<file path="src/rtl/button_conditioner_if.sv">
// Signal bundle between raw board buttons and the conditioned per-channel outputs.
// The slave side is the conditioner itself; the master side drives raw inputs and consumes results.
interface button_conditioner_if #(
    parameter int NUM_BTN = 5
);
    logic [NUM_BTN-1:0] btn_raw;
    logic [NUM_BTN-1:0] btn_level;
    logic [NUM_BTN-1:0] btn_press;
    logic [NUM_BTN-1:0] btn_release;
    logic [NUM_BTN-1:0] btn_toggle;

    modport master (
        output btn_raw,
        input  btn_level,
        input  btn_press,
        input  btn_release,
        input  btn_toggle
    );

    modport slave (
        input  btn_raw,
        output btn_level,
        output btn_press,
        output btn_release,
        output btn_toggle
    );
endinterface

</file>
<file path="src/rtl/button_conditioner.sv">
// Per-channel two-flop synchronizer and debounce counter producing a clean level,
// one-cycle press/release pulses and a press-driven toggle for each button.
module button_conditioner #(
    parameter int NUM_BTN         = 5,
    parameter int DEBOUNCE_CYCLES = 1_000_000
) (
    input  logic              clk,
    input  logic              rst_n,
    button_conditioner_if.slave btn
);
    localparam int CNT_W = (DEBOUNCE_CYCLES > 1) ? $clog2(DEBOUNCE_CYCLES) : 1;
    localparam logic [CNT_W-1:0] CNT_MAX = CNT_W'(DEBOUNCE_CYCLES - 1);
    localparam logic [CNT_W-1:0] CNT_ONE = CNT_W'(1);

    logic [NUM_BTN-1:0] s1;
    logic [NUM_BTN-1:0] s2;
    logic [NUM_BTN-1:0] stable;
    logic [NUM_BTN-1:0] press;
    logic [NUM_BTN-1:0] rel;
    logic [NUM_BTN-1:0] toggle;
    logic [CNT_W-1:0]   cnt [NUM_BTN];

    logic [NUM_BTN-1:0] stable_next;
    logic [NUM_BTN-1:0] press_next;
    logic [NUM_BTN-1:0] rel_next;
    logic [NUM_BTN-1:0] toggle_next;
    logic [CNT_W-1:0]   cnt_next [NUM_BTN];

    // Any sample agreeing with the accepted level restarts qualification from zero.
    always_comb begin
        stable_next = stable;
        press_next  = '0;
        rel_next    = '0;
        toggle_next = toggle;
        for (int i = 0; i < NUM_BTN; i++) begin
            cnt_next[i] = cnt[i];
            if (s2[i] == stable[i]) begin
                cnt_next[i] = '0;
            end else if (cnt[i] == CNT_MAX) begin
                cnt_next[i]    = '0;
                stable_next[i] = s2[i];
                press_next[i]  = s2[i];
                rel_next[i]    = ~s2[i];
                toggle_next[i] = toggle[i] ^ s2[i];
            end else begin
                cnt_next[i] = cnt[i] + CNT_ONE;
            end
        end
    end

    always_ff @(posedge clk or negedge rst_n) begin
        if (!rst_n) begin
            s1     <= '0;
            s2     <= '0;
            stable <= '0;
            press  <= '0;
            rel    <= '0;
            toggle <= '0;
            for (int i = 0; i < NUM_BTN; i++) begin
                cnt[i] <= '0;
            end
        end else begin
            s1     <= btn.btn_raw;
            s2     <= s1;
            stable <= stable_next;
            press  <= press_next;
            rel    <= rel_next;
            toggle <= toggle_next;
            for (int i = 0; i < NUM_BTN; i++) begin
                cnt[i] <= cnt_next[i];
            end
        end
    end

    assign btn.btn_level   = stable;
    assign btn.btn_press   = press;
    assign btn.btn_release = rel;
    assign btn.btn_toggle  = toggle;
endmodule

</file>
<file path="src/flat_wrapper.sv">
// flat-port wrapper written by rule: the top's interface ports become plain ports
module button_conditioner_flat 
#(
    parameter int NUM_BTN         = 5,
    parameter int DEBOUNCE_CYCLES = 1_000_000
)
  (clk, rst_n, btn_btn_raw, btn_btn_level, btn_btn_press, btn_btn_release, btn_btn_toggle);
  button_conditioner_if #(.NUM_BTN(NUM_BTN)) btn_i ();
  input  logic clk;
  input  logic rst_n;
  input wire logic [$bits(btn_i.btn_raw)-1:0] btn_btn_raw;
  output wire logic [$bits(btn_i.btn_level)-1:0] btn_btn_level;
  output wire logic [$bits(btn_i.btn_press)-1:0] btn_btn_press;
  output wire logic [$bits(btn_i.btn_release)-1:0] btn_btn_release;
  output wire logic [$bits(btn_i.btn_toggle)-1:0] btn_btn_toggle;
  assign btn_i.btn_raw = btn_btn_raw;
  assign btn_btn_level = btn_i.btn_level;
  assign btn_btn_press = btn_i.btn_press;
  assign btn_btn_release = btn_i.btn_release;
  assign btn_btn_toggle = btn_i.btn_toggle;
  button_conditioner #(.NUM_BTN(NUM_BTN), .DEBOUNCE_CYCLES(DEBOUNCE_CYCLES)) u_core (.clk(clk), .rst_n(rst_n), .btn(btn_i));
endmodule
</file>
<file path="config.mk">
export PLATFORM = sky130hd
export DESIGN_NAME = button_conditioner_flat
export DESIGN_NICKNAME = d
export VERILOG_FILES = /design/src/rtl/button_conditioner_if.sv /design/src/rtl/button_conditioner.sv /design/src/flat_wrapper.sv
export SDC_FILE = /design/constraint.sdc
export NUM_CORES = 1
export LEC_CHECK = 0
export ABC_AREA = 1
export BUFFER_PORTS_ARGS = -buffer_cell sky130_fd_sc_hd__buf_2
export CAP_MARGIN = 25
export CORE_MARGIN = 5
export CORE_UTILIZATION = 67
export CTS_CLUSTER_DIAMETER = 30
export DETAILED_ROUTE_END_ITERATION = 10
export MAX_ROUTING_LAYER = met4
export PLACE_DENSITY = 0.89
export SLEW_MARGIN = 15
export SYNTH_ARGS = -nofsm -noshare
export SYNTH_HDL_FRONTEND = slang
export SYNTH_SLANG_ARGS = --single-unit
export TNS_END_PERCENT = 5
</file>
<file path="constraint.sdc">
create_clock -name clk -period 2.81 [get_ports clk]
set_clock_uncertainty 0.15 [all_clocks]
set_input_delay 0.281 -clock clk [delete_from_list [all_inputs] [get_ports clk]]
set_output_delay 0.281 -clock clk [all_outputs]
set_load 0.02 [all_outputs]
</file>
Word-level counts from Yosys, hierarchy flattened --
Index checks and enable logic that the tools add are counted.
Word-level totals: register bits 130, logic and storage cells 84
Cells by class: bitwise logic cells 15, reductions and logical operators 5, add/subtract/negate cells 5, equal/unequal tests 10, muxes and demuxes 30
Operators with widths (count):
- $mux 20 | 10
- $add 20x1->20 const B | 5
- $eq 20x20->1 const B | 5
- $mux 1 | 20
- $not 1->1 | 10
- $reduce_and 2->1 | 5
- $eq 1x1->1 | 5
- $xor 1x1->1 | 5

Logic depth before layout (Yosys ltp) --
Gate-level depths: netlist (run 1).
depth after elaboration 3, depth in mapped cells 9

Worst setup path before layout (run 1) --
OpenSTA, ideal clock, no wires.
path kind register to register, start reg u_core.cnt[40] in the netlist's numbering, end reg u_core.toggle[2], in the netlist u_core.btn.btn_toggle[2], library setup time 0.119 ns, data arrival time 1.208 ns, clock period less this slack 1.476 ns, path buffers 0, required time 2.541 ns, setup slack 1.334 ns, stages on the path, launching flop included 9, path through dfrtp_1 -> ha_1 -> nand2_1 -> nor2_4 -> nand2_2 -> nor2_4 -> nand2_1 -> o21ai_1 -> nand2_1
On the way: longest elaborated chain between the ends 2
RTL lines:
- from (decl) | RTL line button_conditioner.sv:21 | logic [CNT_W-1:0] cnt [NUM_BTN];
- from (signal, indexed assignment) | RTL line button_conditioner.sv:70 | cnt[i] <= cnt_next[i];
- $eq 20x20->1 | RTL line button_conditioner.sv:39 | end else if (cnt[i] == CNT_MAX) begin
- $reduce_and 2->1 (no line)
- to (signal assigned) | RTL line button_conditioner.sv:68 | toggle <= toggle_next;
- to (decl) | RTL line button_conditioner.sv:20 | logic [NUM_BTN-1:0] toggle;
No other way between the ends. A chain may end at the register's enable or synchronous reset.

==> flow_metrics.py, run 1 <==
metrics = {
    "synthesis": {
        "syn_nets": 892,
        "synth_ff_type": "dfrtp_1",
        "syn-cell-area_mm2": 0.00694,
        "ys_warn_count": 0,
        "synth_mux_area_share_pct": 0,
        "ys_seq_area_share_pct": 46.9,
        "synth_top_area_share_pct": 46.9,
        "synth_area_leader_cell": "dfrtp_1",
        "yosys.cell_types.count": 29,
        "synthAdderAreaFrac_pct": 0.902,
        "synthTopCellsByCount": "212 x nor2_1, 166 x nand2_1, 130 x dfrtp_1",
        "syn_avg_cell_area_um2": 7.88,
        "ys_seq_elements": 130,
        "ys_async_sr_fraction_pct": 100,
        "syn_inst": 880,
        "synth_simple_gate_area_share_pct": 39.0,
        "synth-compound-area-share_pct": 3.26,
        "synth-edff-count": 0,
        "synthXorXnorAreaFrac_pct": 5.05,
        "netlist_top_cells_area": "dfrtp_1 47%, nor2_1 11%, nand2_1 9.0%, nand3_1 4.8%, inv_1 4.5%",
        "yosysMostFrequentCell": "nor2_1",
        "synth_top_family_by_area": "simple AND/OR/NAND/NOR gates",
    },
    "timing": {
        "timing.fmax_ghz": 0.470,
        "setup_viol_count_final": 0,
        "slew_headroom_pct": 34.9,
        "drv_slew": 0,
        "hold_violations": 0,
        "worst_pin_slew_ps": 974,
        "rsz0062_at_grt": "false",
        "fin_crit_sh_pct": 75.7,
        "min_period_ps": 2130,
        "fin_setup_tns_ps": 0,
    },
    "worst_setup_path": {
        "worstPathRequired_ps": 3070,
        "critPathKind": "flop to flop",
        "cp-start-kind": "flop",
        "cp_max_fo": 12,
        "end_kind": "flop",
        "critPathArrivalTime_ps": 2390,
    },
    "status": {
        "status": "finished, final reports clean",
    },
    "cts": {
        "path_clk_slew_ps": 60,
        "h-tree-depth": 4,
        "tritoncts": "yes",
        "cts-root-buf": "clkbuf_8",
        "cts_buffer_depth": 2,
        "cts_resized": 0,
        "postCtsSetupRepairBufs": 0,
        "hold_buffers": 6,
        "clk_latency_ps": 530,
        "cts_buffers": 17,
        "cts_sinks": 130,
    },
    "floorplan": {
        "std_cell_rows": 37,
        "dieWidth_um": 112,
        "ios": 27,
        "die_h_um": 112,
        "core_area_mm2": 0.0102,
        "die-area_mm2": 0.0125,
        "start_util_pct": 67.8,
    },
    "detailed_routing": {
        "drc": 0,
        "wl_per_cell_um": 13.9,
        "routed_wl_um": 15000,
        "routed_via_density": 5.45,
        "drtIter0Drc": 524,
        "ant_nets": 0,
        "vias": 5871,
        "dr.pass1.iters": 7,
    },
    "worst_hold_path": {
        "hold_class": "input port to asynchronous set/reset pin",
    },
    "global_routing": {
        "grt_pass1_vias": 5693,
        "grt_pass1_wl_um": 25800,
        "grt_util_all_layers_pct": 26.3,
        "grt_max_degree": 60,
        "grt.overflow.total": 0,
        "grt_antenna_before_repair": 0,
    },
    "power_and_ir_drop": {
        "p_leak_nw": 3.44,
        "power_density_mw_per_mm2": 511,
        "peakVddDrop_mv": 0.523,
    },
    "run": {
        "drv_cap": 0,
    },
    "placement": {
        "dp.cells": 1043,
        "gp_congestion": 0.951,
        "port_buffers": 26,
        "hpwl_um": 10200,
    },
    "finish": {
        "drive_gt1_share_pct": 15.1,
        "instances_no_fill": 1078,
        "area_growth_pct": 13.1,
        "nets": 944,
        "diodes": 0,
    },
}
==> logic make-up after synthesis <==
logic type | after synthesis
flip-flops | 130
AO/OA/AOI/OAI | 41
AND/OR/NAND/NOR | 573
buffers and inverters | 91
XOR/XNOR | 40
adder cells (fa/ha/maj) | 5
==> through the flow <==
stage	worst slack [ps]	hold slack, ps	util, %	instance area, µm²	power, W
finish	684	130	76.7	7850	0.00401
global route	529	165	76.7	7850	0.00417
CTS	677	133	76.7	7850	0.00405
detailed placement	718	135	71.0	7270	0.00208
global placement	775	130	71.0	7270	0.00207
floorplan	1330	-165	-	6940	0.00201
==> layout by cell type, fill, tap and decap left out, drive strengths merged <==
cell	synthesis	layout
nor2	254	254
nor3b	4	4
nor3	19	19
nand4	19	19
nand2	191	191
bufinv	0	1
buf	1	28
xnor2	17	17
dlygate4sd3	0	6
or2	2	2
xor2	23	23
dfrtp	130	130
o21ai	19	19
o21bai	4	4
inv	90	90
nand3b	4	4
clkinv	0	6
and2	2	2
ha	5	5
and3	1	1
nand3	77	77
clkbuf	0	22
a21oi	18	18
==> worst paths after layout <==
kind                                    from  depth (start not counted)  slack (ps)                      end
worst max-delay path            u_core.s2[1]                          6         680           u_core.cnt[69]
worst min-delay path                   rst_n                          2         130           u_core.cnt[54]
worst max register to register  u_core.s2[1]                          6         680           u_core.cnt[69]
worst min register to register  u_core.s1[4]                          0         190             u_core.s2[4]
max in group asynchronous              rst_n                          3        1670  u_core.btn.btn_press[0]
min in group clk                u_core.s1[4]                          0         190             u_core.s2[4]
==> per-layer routing <==
metal  GRT usage [%]  wire length (µm)  up-vias
li1                -                 -     2887
met1            32.2              6420     2762
met2            42.4              7420      187
met3            6.36               845       35
met4            9.89               288        0
met5               -                 0        -
==> flip-flops by register name, summed over array words and instances (netlist names) <==
name / flops
u_core.cnt: 100
u_core.btn.btn_level: 5
u_core.btn.btn_release: 5
u_core.btn.btn_toggle: 5
u_core.s1: 5
u_core.btn.btn_press: 5
u_core.s2: 5
==> layout make-up <==
type,count,area (µm²)
Multi-Input combinational cell,659,3340
Sequential cell,130,3250
Fill cell,727,2380
Clock buffer,22,463
Inverter,90,338
Timing Repair Buffer,34,224
Tap cell,136,170
Clock inverter,7,60.1
==> critical path, cell delays in order (launching register included) <==
cell and delay, ps:
dfrtp_1 390, inv_1 100, nor2_1 70, nor2_1 740, inv_1 230, nand2_1 250, nor2_1 80
==> report_power, final <==
| group | switching [W] | leakage, nW | internal [W] |
|---|---|---|---|
| logic | 0.0000954 | 1.40 | 0.0000388 |
| clock network | 0.000744 | 0.266 | 0.00122 |
| registers | 0.0000193 | 1.78 | 0.00190 |
No activity file was read; power rests on OpenSTA's default activity.
==> run 2: changes to the inputs <==
Settings changed: ABC_AREA 1 to 0, CORE_UTILIZATION 67 to 55, PLACE_DENSITY 0.89 to 0.79.
Clock period 2.81 ns to 1.8 ns, I/O delays scaled along.
==> run 2 against run 1 <==
  * The flow now finishes with violations (negative setup slack)
  * Combinational power is 96% higher
  * Setup slack got worse by 1000 ps
  * Sequential cell count unchanged
  * Highest routed layer unchanged
  * Critical path depth fell by 2
  * Non-clock buffer count rose by 92
  * Utilization fell by 3.4 points
  * Fmax shrank 1.4%
  * Via count down 17%
  * Count of clock-buffer cells in the layout stayed put
  * Register-to-register slack lost 1000 ps
==> flow_metrics.py, run 2 <==
metrics = {
    "placement": {
        "gp_congestion": 0.877,
        "place_area_mm2": 0.00707,
        "port_buffers": 26,
        "hpwl_um": 8920,
        "dp.cells": 838,
    },
    "synthesis": {
        "syn_inst": 589,
        "synthTopCellsByCount": "130 x dfrtp_1, 94 x nor2_1, 53 x xnor2_1",
        "ys_seq_elements": 130,
        "synth-edff-count": 0,
        "synth_area_leader_cell": "dfrtp_1",
        "synth_ff_type": "dfrtp_1",
        "synthXorXnorAreaFrac_pct": 11.5,
        "ys_async_sr_fraction_pct": 100,
        "synth_top_family_by_area": "simple AND/OR/NAND/NOR gates",
        "yosysMostFrequentCell": "dfrtp_1",
        "synth_simple_gate_area_share_pct": 25.7,
        "yosys.cell_types.count": 44,
        "syn_nets": 601,
        "synth_mux_area_share_pct": 1.60,
        "syn_avg_cell_area_um2": 10.2,
        "ys_warn_count": 0,
        "synth_top_area_share_pct": 53.9,
        "syn-cell-area_mm2": 0.00604,
        "netlist_top_cells_area": "dfrtp_1 54%, xnor2_1 7.7%, nor2_1 5.8%, xor2_1 3.8%, nand4_1 3.1%",
        "synthAdderAreaFrac_pct": 1.04,
        "ys_seq_area_share_pct": 53.9,
        "synth-compound-area-share_pct": 4.33,
    },
    "detailed_routing": {
        "vias": 4859,
        "routed_via_density": 5.54,
        "drc": 0,
        "dr.pass1.iters": 4,
        "wl_per_cell_um": 15.1,
        "ant_nets": 0,
        "routed_wl_um": 13200,
        "drtIter0Drc": 223,
    },
    "floorplan": {
        "die_h_um": 115,
        "start_util_pct": 55.9,
        "die-area_mm2": 0.0132,
        "dieWidth_um": 115,
        "std_cell_rows": 38,
        "core_area_mm2": 0.0108,
        "ios": 27,
    },
    "worst_setup_path": {
        "critPathArrivalTime_ps": 2420,
        "rrSetupSlack_ps": -360,
        "timing.rr.start": "u_core.cnt[10]",
        "cpPeakStageDelay_ps": 550,
        "slowest_stage": "or4_4",
        "worstPathRequired_ps": 2060,
        "crit_chain": "or4_1, or4_4, nor2_4, mux2_4",
        "rr_worst_depth": 4,
        "critPathKind": "flop to flop",
        "r2r-end": "u_core.btn.btn_level[4]",
        "end_kind": "flop",
        "cp_max_fo": 3,
        "cp-start-kind": "flop",
    },
    "global_routing": {
        "grt_antenna_before_repair": 0,
        "grt_pass1_vias": 5065,
        "grt_util_all_layers_pct": 22.6,
        "grt_pass1_wl_um": 23200,
        "grt_max_degree": 52,
        "grt.overflow.total": 0,
    },
    "cts": {
        "tritoncts": "yes",
        "postCtsSetupRepairBufs": 0,
        "cts_buffers": 17,
        "cts-root-buf": "clkbuf_8",
        "cts_buffer_depth": 2,
        "h-tree-depth": 4,
        "path_clk_slew_ps": 60,
        "clk_latency_ps": 530,
        "cts_sinks": 130,
    },
    "finish": {
        "top_register": "u_core.cnt",
        "design_area_mm2": 0.00791,
        "diodes": 0,
        "nets": 736,
        "drive_gt1_share_pct": 26.2,
        "largest_register_ffs": 100,
        "instances_no_fill": 877,
        "area_growth_pct": 31.1,
        "fin_util_pct": 73.3,
        "final_common_cell": "dfrtp_1",
        "mostFrequentLayoutCells": "128 x dfrtp_1, 92 x nor2_1, 88 x buf_4",
    },
    "timing": {
        "fin_setup_tns_ps": -7060,
        "drv_slew": 0,
        "setup_viol_count_final": 29,
        "holdWs_ps": 64.4,
        "slew_headroom_pct": 51.6,
        "timing.fmax_ghz": 0.464,
        "min_period_ps": 2160,
        "setup_slack_ps": -355,
        "hold_violations": 0,
        "fin_crit_sh_pct": 120,
        "worst_pin_slew_ps": 723,
        "rsz0062_at_grt": "true",
    },
    "power_and_ir_drop": {
        "power_density_mw_per_mm2": 879,
        "p_leak_nw": 3.43,
        "peakVddDrop_mv": 0.648,
    },
    "worst_hold_path": {
        "hold_class": "input port to asynchronous set/reset pin",
    },
    "status": {
        "status": "finished with violations",
        "violations": "negative setup slack",
    },
    "run": {
        "drv_cap": 0,
    },
}
[run 2: cell types whose count changed after synthesis, moves of 23 or more]
cell and delta:
nor2_1 -118, nor2_2 -23, nor4_1 +23, inv_1 -64
nand3_1 -39, nand2_2 -23, xnor2_1 +36, nand2_1 -137
[run 2: critical path, delay by kind of cell, from the launching register on]
family,cells,cell delay (ps)
AND/OR/NAND/NOR,3,1200
flip-flops,1,370
multiplexers,1,310
[run 2: how the worst max path moves through the flow]
stage | startpoint | end | slack (ps) | cells past startpoint
2_1_floorplan | u_core.cnt[15] | u_core.btn.btn_level[4] | -330 | 4
3_3_place_gp | u_core.cnt[15] | u_core.btn.btn_level[4] | -300 | 4
3_5_place_dp | u_core.cnt[15] | u_core.btn.btn_level[4] | -330 | 4
4_1_cts | u_core.cnt[10] | u_core.btn.btn_level[4] | -360 | 4
5_1_grt | u_core.cnt[10] | u_core.btn.btn_toggle[4] | -400 | 4
6_report | u_core.cnt[10] | u_core.btn.btn_level[4] | -360 | 4
[run 2: cells by family after synthesis]
kind of cell             count (synthesis)
XOR/XNOR                                79
AND/OR/NAND/NOR                        293
flip-flops                             130
AO/OA/AOI/OAI                           43
buffers and inverters                   30
multiplexers                             9
adder cells (fa/ha/maj)                  5
[run 2: area by class of cell]
class,count,area (µm²)
Clock buffer,22,453
Clock inverter,10,180
Fill cell,726,2880
Inverter,20,75.1
Multi-Input combinational cell,429,2820
Sequential cell,130,3260
Tap cell,140,175
Timing Repair Buffer,126,958
[run 2: metrics by stage]
step                setup slack [ps]  total power, W
finish                          -355         0.00696
global route                    -397         0.00720
CTS                             -360         0.00700
detailed placement              -333         0.00329
global placement                -295         0.00327
floorplan                       -329         0.00313
[run 2: what timing repair did]
action | 4_1_cts | 5_1_grt
pin swaps | 7 | 7
gates resized for setup | 11 | 20
endpoints found under the hold margin | 135 | 0
setup endpoints to repair | 71 | 112
hold buffers | 7 | 0
[run 2: layer usage]
metal  part of all wire (%)  routed length [µm]  global-route usage, %
met5                      0                   0                      -
met4                    2.1                 274                   8.92
met3                    4.1                 544                   5.68
met2                     52                6910                   38.0
met1                     42                5500                   26.2
[run 2: power breakdown]
group	total, W	switching (W)	internal (W)
registers	0.00299	0.0000311	0.00296
clock network	0.00370	0.00124	0.00246
logic	0.000263	0.000151	0.000113
total	0.00696	0.00143	0.00553
